`src/rtl/tt_sweep_ctrl.sv`:
```
// Truth-table sweep sequencer: drives all 8 input vectors into one 3-input gate and checks its output table.
// Optional macro TT_SWEEP_STOP_ON_FAIL_EN: abort at the first wrong bit and report it on fail_idx.
module tt_sweep_ctrl #(
  parameter logic [7:0]  EXPECTED = 8'hD2,
  parameter int unsigned SETTLE   = 4,
  parameter int unsigned WAIT_W   = 8
) (
  input  logic       clk,
  input  logic       rst,
  input  logic       start,
  output logic       in1,
  output logic       in2,
  output logic       in3,
  input  logic       dut_out,
  output logic       busy,
  output logic       done,
  output logic       pass,
  output logic [7:0] observed,
  output logic [7:0] mismatch
`ifdef TT_SWEEP_STOP_ON_FAIL_EN
  ,
  output logic [2:0] fail_idx
`endif
);

  typedef enum logic [1:0] {
    S_IDLE,
    S_WAIT,
    S_SAMPLE,
    S_DONE
  } state_t;

  localparam logic [WAIT_W-1:0] SETTLE_LAST = WAIT_W'(SETTLE - 1);

  state_t            state;
  logic [2:0]        idx;
  logic [WAIT_W-1:0] wait_cnt;

  logic [7:0] obs_nxt;
  logic [7:0] mm_nxt;
  logic       pass_nxt;
  logic       fail_now;
  logic       finish_now;

  assign {in1, in2, in3} = idx;

  // Result flags are formed from the table including the bit being sampled,
  // so pass/mismatch are already valid in the same cycle done is high.
  always_comb begin
    obs_nxt       = observed;
    obs_nxt[~idx] = dut_out;
    fail_now      = 1'b0;
`ifdef TT_SWEEP_STOP_ON_FAIL_EN
    fail_now      = (dut_out != EXPECTED[~idx]);
    mm_nxt        = obs_nxt ^ (EXPECTED & (8'hFF << ~idx));
`else
    mm_nxt        = obs_nxt ^ EXPECTED;
`endif
    pass_nxt      = !fail_now && (obs_nxt == EXPECTED);
    finish_now    = fail_now || (idx == 3'd7);
  end

  always_ff @(posedge clk or posedge rst) begin
    if (rst) begin
      state    <= S_IDLE;
      idx      <= '0;
      wait_cnt <= '0;
      busy     <= 1'b0;
      done     <= 1'b0;
      pass     <= 1'b0;
      observed <= '0;
      mismatch <= '0;
`ifdef TT_SWEEP_STOP_ON_FAIL_EN
      fail_idx <= '0;
`endif
    end else begin
      case (state)
        S_IDLE: begin
          if (start) begin
            idx      <= '0;
            wait_cnt <= '0;
            observed <= '0;
            pass     <= 1'b0;
            mismatch <= '0;
            busy     <= 1'b1;
`ifdef TT_SWEEP_STOP_ON_FAIL_EN
            fail_idx <= '0;
`endif
            state    <= S_WAIT;
          end
        end
        S_WAIT: begin
          wait_cnt <= wait_cnt + 1'b1;
          if (wait_cnt == SETTLE_LAST) state <= S_SAMPLE;
        end
        S_SAMPLE: begin
          observed <= obs_nxt;
          if (finish_now) begin
            done     <= 1'b1;
            pass     <= pass_nxt;
            mismatch <= mm_nxt;
`ifdef TT_SWEEP_STOP_ON_FAIL_EN
            if (fail_now) fail_idx <= idx;
`endif
            state    <= S_DONE;
          end else begin
            idx      <= idx + 1'b1;
            wait_cnt <= '0;
            state    <= S_WAIT;
          end
        end
        S_DONE: begin
          done  <= 1'b0;
          busy  <= 1'b0;
          state <= S_IDLE;
        end
        default: state <= S_IDLE;
      endcase
    end
  end

endmodule
```
`config.mk`:
```
export PLATFORM = sky130hd
export DESIGN_NAME = tt_sweep_ctrl
export DESIGN_NICKNAME = d
export VERILOG_FILES = /design/src/rtl/tt_sweep_ctrl.sv
export SDC_FILE = /design/constraint.sdc
export NUM_CORES = 1
export LEC_CHECK = 0
export CAP_MARGIN = 10
export CORE_ASPECT_RATIO = 0.8
export CORE_UTILIZATION = 40
export CTS_BUF_LIST = sky130_fd_sc_hd__clkbuf_8
export DETAILED_ROUTE_END_ITERATION = 8
export GPL_ROUTABILITY_DRIVEN = 0
export GPL_TIMING_DRIVEN = 0
export MAX_ROUTING_LAYER = met4
export PLACE_DENSITY_LB_ADDON = 0.3
export SLEW_MARGIN = 20
export SYNTH_ARGS = -nofsm -noshare
export SYNTH_HDL_FRONTEND = slang
export SYNTH_SLANG_ARGS = --single-unit
```
`constraint.sdc`:
```
create_clock -name clk -period 5.4 [get_ports clk]
set_clock_uncertainty 0.15 [all_clocks]
set_input_delay 0.54 -clock clk [delete_from_list [all_inputs] [get_ports clk]]
set_output_delay 0.54 -clock clk [all_outputs]
set_load 0.02 [all_outputs]
```
==> results of run 1 <==
==> layer usage <==
layer / vias up / global-route usage (%) / wire length (µm)
met3: 7 / 4.49 / 176
met1: 682 / 30.0 / 2120
met2: 34 / 25.1 / 1580
met5: - / - / 0
li1: 709 / - / -
met4: 0 / 7.14 / 55
==> registers in the layout, indices dropped and copies added, names as in the netlist <==
name and flops:
idx 3, busy 1, state 2, mismatch 8, done 1, observed 8
pass 1, wait_cnt 8
==> worst paths after layout <==
kind,startpoint,to,slack (ps),depth (start not counted)
min,mismatch[2]$_DFFE_PP0P_,mismatch[2]$_DFFE_PP0P_,330,2
min reg2reg,mismatch[2]$_DFFE_PP0P_,mismatch[2]$_DFFE_PP0P_,330,2
max,idx[1]$_DFFE_PP0P_,idx[2]$_DFFE_PP0P_,3200,5
min in group asynchronous,rst,idx[1]$_DFFE_PP0P_,520,2
max reg2reg,idx[1]$_DFFE_PP0P_,idx[2]$_DFFE_PP0P_,3200,5
max in group asynchronous,rst,observed[4]$_DFFE_PP0P_,4140,2
==> through the flow <==
stage	setup slack (ps)	cells	power, µW	utilization, %
floorplan	3480	178	572	-
global placement	3100	259	674	49.1
detailed placement	3070	259	682	49.1
CTS	3180	267	869	51.2
global route	3050	267	927	51.2
finish	3200	267	866	51.2
==> power groups by stage <==
stage / registers [µW] / clock network, µW / logic [µW]
floorplan: 355 / 0 / 217
global placement: 338 / 0 / 336
detailed placement: 339 / 0 / 343
CTS: 334 / 189 / 345
global route: 343 / 201 / 383
finish: 336 / 187 / 344
==> cell families (layout without fill, tap and decap cells) <==
logic type,after synthesis,after routing,synth area share [%]
buffers and inverters,18,50,4.75
AO/OA/AOI/OAI,52,52,20.5
multiplexers,7,7,4.18
XOR/XNOR,7,7,3.53
flip-flops,32,32,46.1
AND/OR/NAND/NOR,59,59,18.8
adder cells (fa/ha/maj),3,3,2.16
==> worst register-to-register path: cells and delay by family, from the launching register on <==
kind,cells,cell delay (ps)
AOI/OAI and AO/OA,2,780
adders and majority gates,2,490
DFF,1,460
and+or+nand+nor,1,170
==> area by class of cell <==
type / count / area (µm²)
Tap cell: 57 / 71.3
Clock buffer: 6 / 82.6
Buffer: 10 / 52.6
Multi-Input combinational cell: 128 / 855
Sequential cell: 32 / 801
Clock inverter: 2 / 7.51
Timing Repair Buffer: 24 / 240
Inverter: 8 / 30.0
Fill cell: 397 / 2040
==> cells in the final DEF, fill, tap and decap left out, types with 2 or more instances in the layout <==
cell type | synthesis | layout
dfrtp_1 | 32 | 32
clkdlybuf4s50_1 | 0 | 24
nand2_1 | 19 | 19
o21ai_0 | 13 | 13
nor2_1 | 11 | 11
inv_1 | 8 | 9
a21oi_1 | 7 | 7
nand2b_1 | 6 | 6
buf_2 | 6 | 6
xor2_1 | 6 | 6
a22o_1 | 6 | 6
clkbuf_8 | 0 | 6
mux2i_1 | 5 | 5
o22ai_1 | 4 | 4
o211ai_1 | 3 | 3
nand3_1 | 3 | 3
nand3b_1 | 3 | 3
nor3b_1 | 3 | 3
nor2b_1 | 3 | 3
ha_1 | 3 | 3
buf_4 | 2 | 2
o2111ai_1 | 2 | 2
clkbuf_1 | 2 | 2
a21boi_0 | 2 | 2
a31oi_1 | 2 | 2
a21o_1 | 2 | 2
a32o_1 | 2 | 2
mux2_2 | 2 | 2
==> results.ini, run 1 <==
[status]
status=completed

[placement]
dpl_cell_area_um2=2050
io_buffers=24
hpwl_um=2850

[clocking]
clockRootBuffer=clkbuf_8
cts_sinks=32
ctsResizeCount=0
hold_buffers=0
clkSlewWorstSetupHoldPaths_ps=70
clock_path_buffers=2
numCtsBuffers=5
cts_tree=done
clk_latency_ps=290
htree_levels=2
cts_setup_buffers=0

[global_routing]
grt_max_degree=33
gr-total-overflow=0
grt_pass1_wl_um=6380
antenna_found_initial=0
grt_pass1_vias=1290
grt.total_usage_pct=19.8

[power_and_ir_drop]
leakage_uw=0.000923
swShare_pct=37.8
ir_worst_vdd_v=0.000241
p_switching_uw=328
p_clk_share_pct=21.6
p_per_area_nw_per_um2=405
combPwrFrac_pct=39.7
seqPwrFrac_pct=38.7
power.internal_uw=538

[critical_path]
critPathSlowestCell=a21oi_1
cp.arrival_ps=2180
cp_max_fo=9
crit_top_cell=ha_1
start_kind=flop
critPathMaxStageDelay_ps=580
required_ps=5380
worstSetupEndpointType=flop
path_delay_family=compound AO/OA/AOI/OAI gates
crit_buf_inv=0
critical_path_class=reg2reg
path_cells=ha_1 > ha_1 > nand2b_1 > a21oi_1 > o21ai_0

[routing]
drt_iter0_drc=99
wire_per_inst_um=14.7
ant_nets=0
viasPerCell=5.36
routed_wl_um=3940
vias=1432
firstDrtPassIters=4
drc=0

[layout]
drive_gt1_share_pct=10.5
postLayoutCellArea_um2=2140
n_antenna_cell=0
nNetsFinal=216
area_delta_synth_final_pct=23.1

[synth]
syn-cell-area_um2=1740
yosysTopAreaCellShare_pct=46.1
synth_seq_cells=32
synth_ff_type=dfrtp_1
ys_seq_area_share_pct=46.1
syn_nets=185
synth_edf_count=0
yosys.area.top_type=dfrtp_1
syn_area_per_cell_um2=9.76
synth.most_common_cell=dfrtp_1
netlist_instances=178
synth_area_leaders=dfrtp_1, nand2_1, o21ai_0, a22o_1, xor2_1
ys_async_sr_fraction_pct=100
synth_common_cells=dfrtp_1, nand2_1, o21ai_0
synth_cell_types=47
synth_warnings=0

[sta]
fin_crit_sh_pct=40.7
max_freq_ghz=0.455
rsz0062_at_grt=false
period_needed_ps=2200
tns_ps=0
holdWs_ps=328
tightest_slew_ps=711
finalMaxSlewViolations=0
hold_violations=0
finalSetupViolations=0
maxSlewHeadroom_pct=52.6

[floorplan]
die_y_um=61.0
die_w_um=75.7
initial_core_util_pct=41.6
core_area_um2=4180
die_area_um2=4610
io_pins=26
fp-row-count=21

[min_path]
hold_class=reg2reg

[flow_run]
cap_viol_max_count=0

Power figures use the tool's default switching activity.
==> inputs of run 2 (changes only) <==
- clock period: 5.4 -> 2.2 ns (I/O delays scaled with it)
==> results.ini, run 2 (same netlist as run 1, synthesis figures left out) <==
[status]
status=completed

[routing]
vias=1434  ; +0.14%
routed_wl_um=3970  ; +0.81%
ant_nets=0  ; unchanged
firstDrtPassIters=4  ; unchanged
wire_per_inst_um=14.9  ; +0.81%
viasPerCell=5.37  ; +0.14%
drc=0  ; unchanged
drt_iter0_drc=87  ; -12%

[critical_path]
cp_max_fo=7  ; -2
rr_startpoint=idx[1]$_DFFE_PP0P_
worstSetupEndpointType=flop
cp.arrival_ps=2150  ; -30 ps
required_ps=2280  ; -3100 ps
reg2reg_depth=6  ; +1
critical_path_class=reg2reg
rr_endpoint=pass$_DFFE_PP0P_
startpoint=idx[1]$_DFFE_PP0P_
rrSetupSlack_ps=130  ; -3070 ps
start_kind=flop

[global_routing]
grt_pass1_wl_um=6420  ; +0.66%
grt_pass1_vias=1301  ; +0.85%
grt.total_usage_pct=19.9  ; +0.11 points
grt_max_degree=33  ; unchanged
antenna_found_initial=0  ; unchanged
gr-total-overflow=0  ; unchanged

[sta]
finalSetupViolations=0  ; unchanged
tightest_slew_ps=667  ; -44.3 ps
maxSlewHeadroom_pct=55.5  ; +2.9 points
fin_crit_sh_pct=94.0  ; +53 points
max_freq_ghz=0.484  ; +6.3%
hold_violations=0  ; unchanged
finalMaxSlewViolations=0  ; unchanged
tns_ps=0  ; unchanged
period_needed_ps=2070  ; -131 ps
rsz0062_at_grt=false

[flow_run]
cap_viol_max_count=0  ; unchanged

[clocking]
clk_latency_ps=290  ; about the same
numCtsBuffers=5  ; unchanged
clock_path_buffers=2  ; unchanged
hold_buffers=0  ; unchanged
htree_levels=2  ; unchanged
cts_tree=done
clkSlewWorstSetupHoldPaths_ps=70  ; about the same
clockRootBuffer=clkbuf_8
cts_sinks=32  ; unchanged

[layout]
final_cell_mix=dfrtp_1, clkdlybuf4s50_1, nand2_1, o21ai_0, nor2_1
reg_top3=mismatch x8, observed x8, wait_cnt x8
finalNonFillerCells=267  ; unchanged
seqCellArea_um2=801  ; unchanged
nNetsFinal=216  ; unchanged
filler_cell_count=398  ; +0.25%
area_delta_synth_final_pct=23.3
drive_gt1_share_pct=11.0  ; +0.48 points
layout_commonest_cell=dfrtp_1
multi_input_area_um2=858  ; +0.44%
n_antenna_cell=0  ; unchanged

[floorplan]
die_w_um=75.7  ; unchanged
fp-row-count=21  ; unchanged
die_y_um=61.0  ; unchanged
core_area_um2=4180  ; unchanged
initial_core_util_pct=41.6  ; unchanged
io_pins=26  ; unchanged
die_area_um2=4610  ; unchanged

[power_and_ir_drop]
p_per_area_nw_per_um2=995  ; +150%
leakage_uw=0.000923  ; about the same
ir_worst_vdd_v=0.000581  ; +140%

[placement]
hpwl_um=2850  ; unchanged
dp.cells=259  ; unchanged
io_buffers=24  ; unchanged

[min_path]
hold_class=in2async

## run 2: timing repair
| item | 4_1_cts | 5_1_grt |
|---|---|---|
| resized for setup | 1 | 0 |
| endpoints found under the setup margin | 1 | 0 |
| buffers inserted | 0 | 0 |
## run 2: cell type report
cell class	count	share of cell area [%]
plain buffers	10	2.45
clock buffers	6	3.85
clock inverters	2	0.350
inverters	8	1.40
multi-input cells	128	40.0
flip-flops and latches	32	37.4
well taps	57	3.33
repair buffers	24	11.2
## run 2: through the flow
stage / util, % / worst slack, ps / hold WS [ps] / total power [µW] / cell area, µm²
floorplan: - / 277 / 186 / 1400 / 1740
global placement: 49.1 / 23.3 / 316 / 1650 / 2050
detailed placement: 49.1 / -33.2 / 321 / 1670 / 2050
CTS: 51.3 / 143 / 233 / 2140 / 2140
global route: 51.3 / 35.7 / 292 / 2280 / 2140
finish: 51.3 / 132 / 198 / 2130 / 2140
## run 2: report_power, final
part           switching, µW  internal, µW  leakage, µW  total (µW)
combinational            471           378     0.000438         849
clock                    214           246    0.0000538         460
sequential               125           700     0.000430         824
total                    810          1320     0.000923        2130
## run 2: how the worst max path moves through the flow
stage                                    endpoint  slack [ps]
after floorplan           mismatch[5]$_DFFE_PP0P_         280
after global placement         idx[2]$_DFFE_PP0P_          20
after detailed placement       idx[2]$_DFFE_PP0P_         -30
after CTS                        pass$_DFFE_PP0P_         140
after global routing             pass$_DFFE_PP0P_          40
final                            pass$_DFFE_PP0P_         130
## run 2: critical path, cell delays in order (launching register included)
cell and delay (ps):
dfrtp_1 470, ha_1 180, ha_1 280, nand2_2 120
or2_4 270, nor4_1 320, a32o_1 220
## run 2: routing by layer
| layer | share of wire (%) | wire [µm] | vias to the layer above | track usage (%) |
|---|---|---|---|---|
| met5 | 0 | 0 | - | - |
| met4 | 1.4 | 55 | 0 | 7.14 |
| met3 | 3.1 | 124 | 7 | 4.49 |
| met2 | 41 | 1620 | 26 | 25.5 |
| met1 | 55 | 2170 | 693 | 30.0 |
| li1 | - | - | 708 | - |
==> edit 1, RTL diff (config.mk and constraints of run 1) <==
Put one more register stage on the output `pass`, cleared by the reset. The value now appears one clock later. The other outputs are not delayed to match. Comments in the files are not updated.
--- a/src/rtl/tt_sweep_ctrl.sv
+++ b/src/rtl/tt_sweep_ctrl.sv
@@ -32,4 +32,6 @@
 
   localparam logic [WAIT_W-1:0] SETTLE_LAST = WAIT_W'(SETTLE - 1);
+
+  logic pass_s0;
 
   state_t            state;
@@ -68,5 +70,5 @@
       busy     <= 1'b0;
       done     <= 1'b0;
-      pass     <= 1'b0;
+      pass_s0  <= 1'b0;
       observed <= '0;
       mismatch <= '0;
@@ -81,5 +83,5 @@
             wait_cnt <= '0;
             observed <= '0;
-            pass     <= 1'b0;
+            pass_s0  <= 1'b0;
             mismatch <= '0;
             busy     <= 1'b1;
@@ -98,5 +100,5 @@
           if (finish_now) begin
             done     <= 1'b1;
-            pass     <= pass_nxt;
+            pass_s0  <= pass_nxt;
             mismatch <= mm_nxt;
 `ifdef TT_SWEEP_STOP_ON_FAIL_EN
@@ -120,3 +122,11 @@
   end
 
+  always_ff @(posedge clk or posedge rst) begin
+    if (rst) begin
+      pass <= '0;
+    end else begin
+      pass <= pass_s0;
+    end
+  end
+
 endmodule
Check against the original RTL: no difference found for any inputs over 10 cycles, from zero or initial values and one cycle with rst high; that may be too few to reach the edited logic, so the function may still have changed.
==> edit 1 against run 1 <==
Via count up 5.9%. Sequential cell count up 1. Die area up 2.1%. Total power down 17%. Wire length up 8.0%. Fmax up 1.6%. Sequential share of layout area up 0.40 points. Utilization up 0.40 points. Non-clock buffer count up 5. Worst setup slack better by 0.034 ns. Final area up 2.0%. Global-route usage up 0.80 points. Synthesized area up 2.2%.
==> edit 1: results (changes against run 1) <==
Logic synthesis
  • Mux cell area share after synthesis: 0.0402 (-0.00159)
  • Mapped Nets: 194 (+4.9%)
  • Top post-synthesis cells by area: dfrtp_1 (47%), nand2_1 (4.9%), o21ai_0 (4.2%), mux2i_1 (3.4%), buf_2 (3.1%)
  • Synthesized area per cell: 9.49 um^2 (-2.8%)
  • Top post-synthesis cells by count: dfrtp_1 (33), nand2_1 (23), o21ai_0 (15), nor2_1 (12), buf_2 (11)
  • Post-Synth XOR/XNOR Area: 0.0247 (-0.0106)
  • Seq/Total Area, Yosys: 0.465 (+0.00435)
  • Post-Synth Adder-Cell Area: 0.0211 (-0.000457)
  • Netlist cell types: 45 (-4.3%)

Clock network
  • Clock transition at path regs: 0.07 ns (about the same)

Drt
  • Metal1 wirelength: 2.12 mm (-0.24%)
  • Total Routed Length: 4.25 mm (+8.0%)
  • Metal2 WL: 1.87 mm (+18%)
  • Drt via density: 5.49 (+2.4%)
  • 1st-iter DRT viols: 131 (+32%)

Cells and area
  • Post-route insts no fill: 276 (+3.4%)
  • Ant diodes: 0 (unchanged)
  • Filler cells: 396 (-0.25%)
  • Final Net Count: 226 (+4.6%)
  • Layout cells sized above 1: 0.100 (-0.00431)

Global route
  • Met2 Usage GRT: 0.320 (+0.0692)
  • Largest net degree at the start of global routing: 34 (+3.0%)
  • Met1 usage: 0.267 (-0.0326)
  • First-pass GRT wire length: 7.09 mm (+11%)
  • Vias in the first global route: 1480 (+15%)

Setup path
  • CP Data Arrival Time: 2.23 ns (+0.05 ns)
  • Delay-heaviest family, CP: simple AND/OR/NAND/NOR gates
  • Slowest-stage cell, CP: dfrtp_1
  • Slowest cell delay on critical path: 0.39 ns (-0.19 ns)

Placed design
  • Post-place setup slack: 3.16 ns (+0.0900 ns)
  • Inst Count DP: 269 (+3.9%)
  • Post-placement cell area: 2100 um^2 (+2.3%)
  • Dpl hpwl: 3.04 mm (+6.6%)

Run status
  • Status: complete, no violations

Power and ir drop
  • Sequential Power Share: 0.425 (+0.038)
  • Power share of the combinational group: 0.317 (-0.080)
  • Worst IR Drop VDD: 0.197 mV (-18%)
  • Sw frac: 0.356 (-0.0220)
  • Leak: 0.943 nW (+2.2%)
  • P_int: 465 uW (-14%)

STA
  • Slew margin rel.: 0.539 (+0.0126)
edit 1: final cells by class:
type	count	area [um^2]	area share
clock inverters	1	3.75	0.00172
multi-input cells	134	857	0.393
plain buffers	14	70.1	0.0321
well taps	57	71.3	0.0327
inverters	6	22.5	0.0103
repair buffers	25	250	0.115
clock buffers	6	82.6	0.0378
flip-flops and latches	33	826	0.378
edit 1: final timing paths:
check                               startpoint                 endpoint  slack [ns]  depth (start not counted)
setup / recovery            idx[1]$_DFFE_PP0P_  wait_cnt[7]$_DFFE_PP0P_        3.24                          7
max in group asynchronous                  rst  observed[1]$_DFFE_PP0P_        4.12                          2
hold / removal             pass_s0$_DFFE_PP0P_           pass$_DFF_PP0_        0.23                          0
setup reg to reg            idx[1]$_DFFE_PP0P_  wait_cnt[7]$_DFFE_PP0P_        3.24                          7
hold reg to reg            pass_s0$_DFFE_PP0P_           pass$_DFF_PP0_        0.23                          0
min in group asynchronous                  rst      pass_s0$_DFFE_PP0P_        0.54                          2
==> edit 2, RTL diff (settings of run 1) <==
Made on the original files. The option `TT_SWEEP_STOP_ON_FAIL_EN` is turned on by a define.
--- a/src/rtl/tt_sweep_ctrl.sv
+++ b/src/rtl/tt_sweep_ctrl.sv
@@ -1,4 +1,6 @@
 // Truth-table sweep sequencer: drives all 8 input vectors into one 3-input gate and checks its output table.
 // Optional macro TT_SWEEP_STOP_ON_FAIL_EN: abort at the first wrong bit and report it on fail_idx.
+`define TT_SWEEP_STOP_ON_FAIL_EN
+
 module tt_sweep_ctrl #(
   parameter logic [7:0]  EXPECTED = 8'hD2,
Behaviour (old outputs only; new: fail_idx): not the same (a bounded check fails within 10 cycles, from zero or initial values and one cycle with rst high).
==> edit 2 against run 1 <==
Final area is 16% higher. Sequential cell count is 3 higher. Total power is 3.3% higher. Worst setup slack worse by 0.53 ns. Largest power group unchanged. Wire length is 21% higher. Synthesized area is 17% higher. Critical path depth is 3 higher. Via count is 20% higher.
==> edit 2: results (changes against run 1) <==
Worst hold path
  • HP Start: mismatch[3]$_DFFE_PP0P_
  • Hold EP: mismatch[3]$_DFFE_PP0P_

Placed design
  • PortBufs: 28 (+17%)
  • Dpl hpwl: 3.44 mm (+21%)
  • Post-placement cell area: 2380 um^2 (+16%)
  • Inst Count DP: 301 (+16%)
  • Post-place setup slack: 2.75 ns (-0.315 ns)

Drt
  • Metal2 WL: 1.92 mm (+21%)
  • Per-cell routed wire length: 15.4 um (+4.7%)
  • Drt via density: 5.56 (+3.7%)
  • 1st-iter DRT viols: 116 (+17%)
  • Met3 Wirelength: 253 um (+44%)
  • Metal1 wirelength: 2.53 mm (+19%)

Setup path
  • Slowest cell delay on critical path: 0.63 ns (+0.05 ns)
  • Worst reg2reg setup slack: 2.67 ns (-0.53 ns)
  • Crit path max fanout: 10 (+1)
  • Worst r2r path cells: 8 (+3)
  • Reg2Reg Capture Point: wait_cnt[5]$_DFFE_PP0P_
  • R2R Path Start: idx[0]$_DFFE_PP0P_
  • CP Data Arrival Time: 2.79 ns (+0.61 ns)
  • Slowest-stage cell, CP: a41oi_1
  • Worst Setup Path Type: flop to flop

STA
  • Measured slew at the worst slew-check pin: 0.736 ns (+0.0253 ns)
  • Fin crit share: 0.506 (+0.0988)
  • Worst hold slack: 0.331 ns (+0.00244 ns)

Global route
  • Vias in the first global route: 1604 (+24%)
  • M3 GR Usage: 0.0458 (+0.000983)
  • First-pass GRT wire length: 7.94 mm (+24%)
  • Gr usage total: 0.207 (+0.00862)
  • Met1 usage: 0.302 (+0.00260)
  • Met2 Usage GRT: 0.271 (+0.0196)
  • Largest net degree at the start of global routing: 36 (+9.1%)

Cells and area
  • Layout cells sized above 1: 0.108 (+0.00367)
  • Final Net Count: 258 (+19%)
  • Post-route insts no fill: 309 (+16%)

Logic synthesis
  • Mapped Nets: 223 (+21%)
  • Synth Instances: 213 (+20%)
  • Netlist cell types: 50 (+6.4%)
  • Seq/Total Area, Yosys: 0.432 (-0.0292)
  • Top post-synthesis cells by area: dfrtp_1 (43%), o21ai_0 (5.4%), ha_1 (3.7%), nand2_1 (3.7%), a22o_1 (3.5%)
  • Top post-synthesis cells by count: dfrtp_1 (35), o21ai_0 (22), nand2_1 (20), inv_1 (12), nand3_1 (11)

Clock network
  • # Post-CTS Setup Buffers: 0 (unchanged)
  • TritonCTS Sinks: 35 (+9.4%)

Run status
  • Status: complete, no violations

Power and ir drop
  • Leak: 1.08 nW (+17%)
  • Switching pwr: 342 uW (+4.3%)
  • Sequential Power Share: 0.374 (-0.013)
==> edit 2: changes by cell type in the layout (fill, tap and decap cells not counted), sizes merged, moves of 4 or more <==
cell | run 1 | this run
clkbuf | 8 | 14
clkdlybuf4s50 | 24 | 28
nand2b | 6 | 2
nand3 | 3 | 11
o21ai | 13 | 22
o31ai | 1 | 8
or3b | 0 | 4
xor2 | 6 | 2
==> edit 2: cell families after synthesis <==
family          after synthesis  synth area share
simple gates                 66             0.176
xor+xnor                      5            0.0290
compound gates               65             0.217
mux                           9            0.0469
flops                        35             0.432
fa+ha+maj                     6            0.0370
buf+inv                      27            0.0629
==> edit 2: cell type report <==
| class | count | area, um^2 |
|---|---|---|
| clock buffers | 7 | 96.3 |
| fillers | 449 | 2250 |
| repair buffers | 28 | 280 |
| multi-input cells | 151 | 1030 |
| inverters | 12 | 45.0 |
| clock inverters | 1 | 3.75 |
| flip-flops and latches | 35 | 876 |
| well taps | 60 | 75.1 |
| plain buffers | 15 | 82.6 |
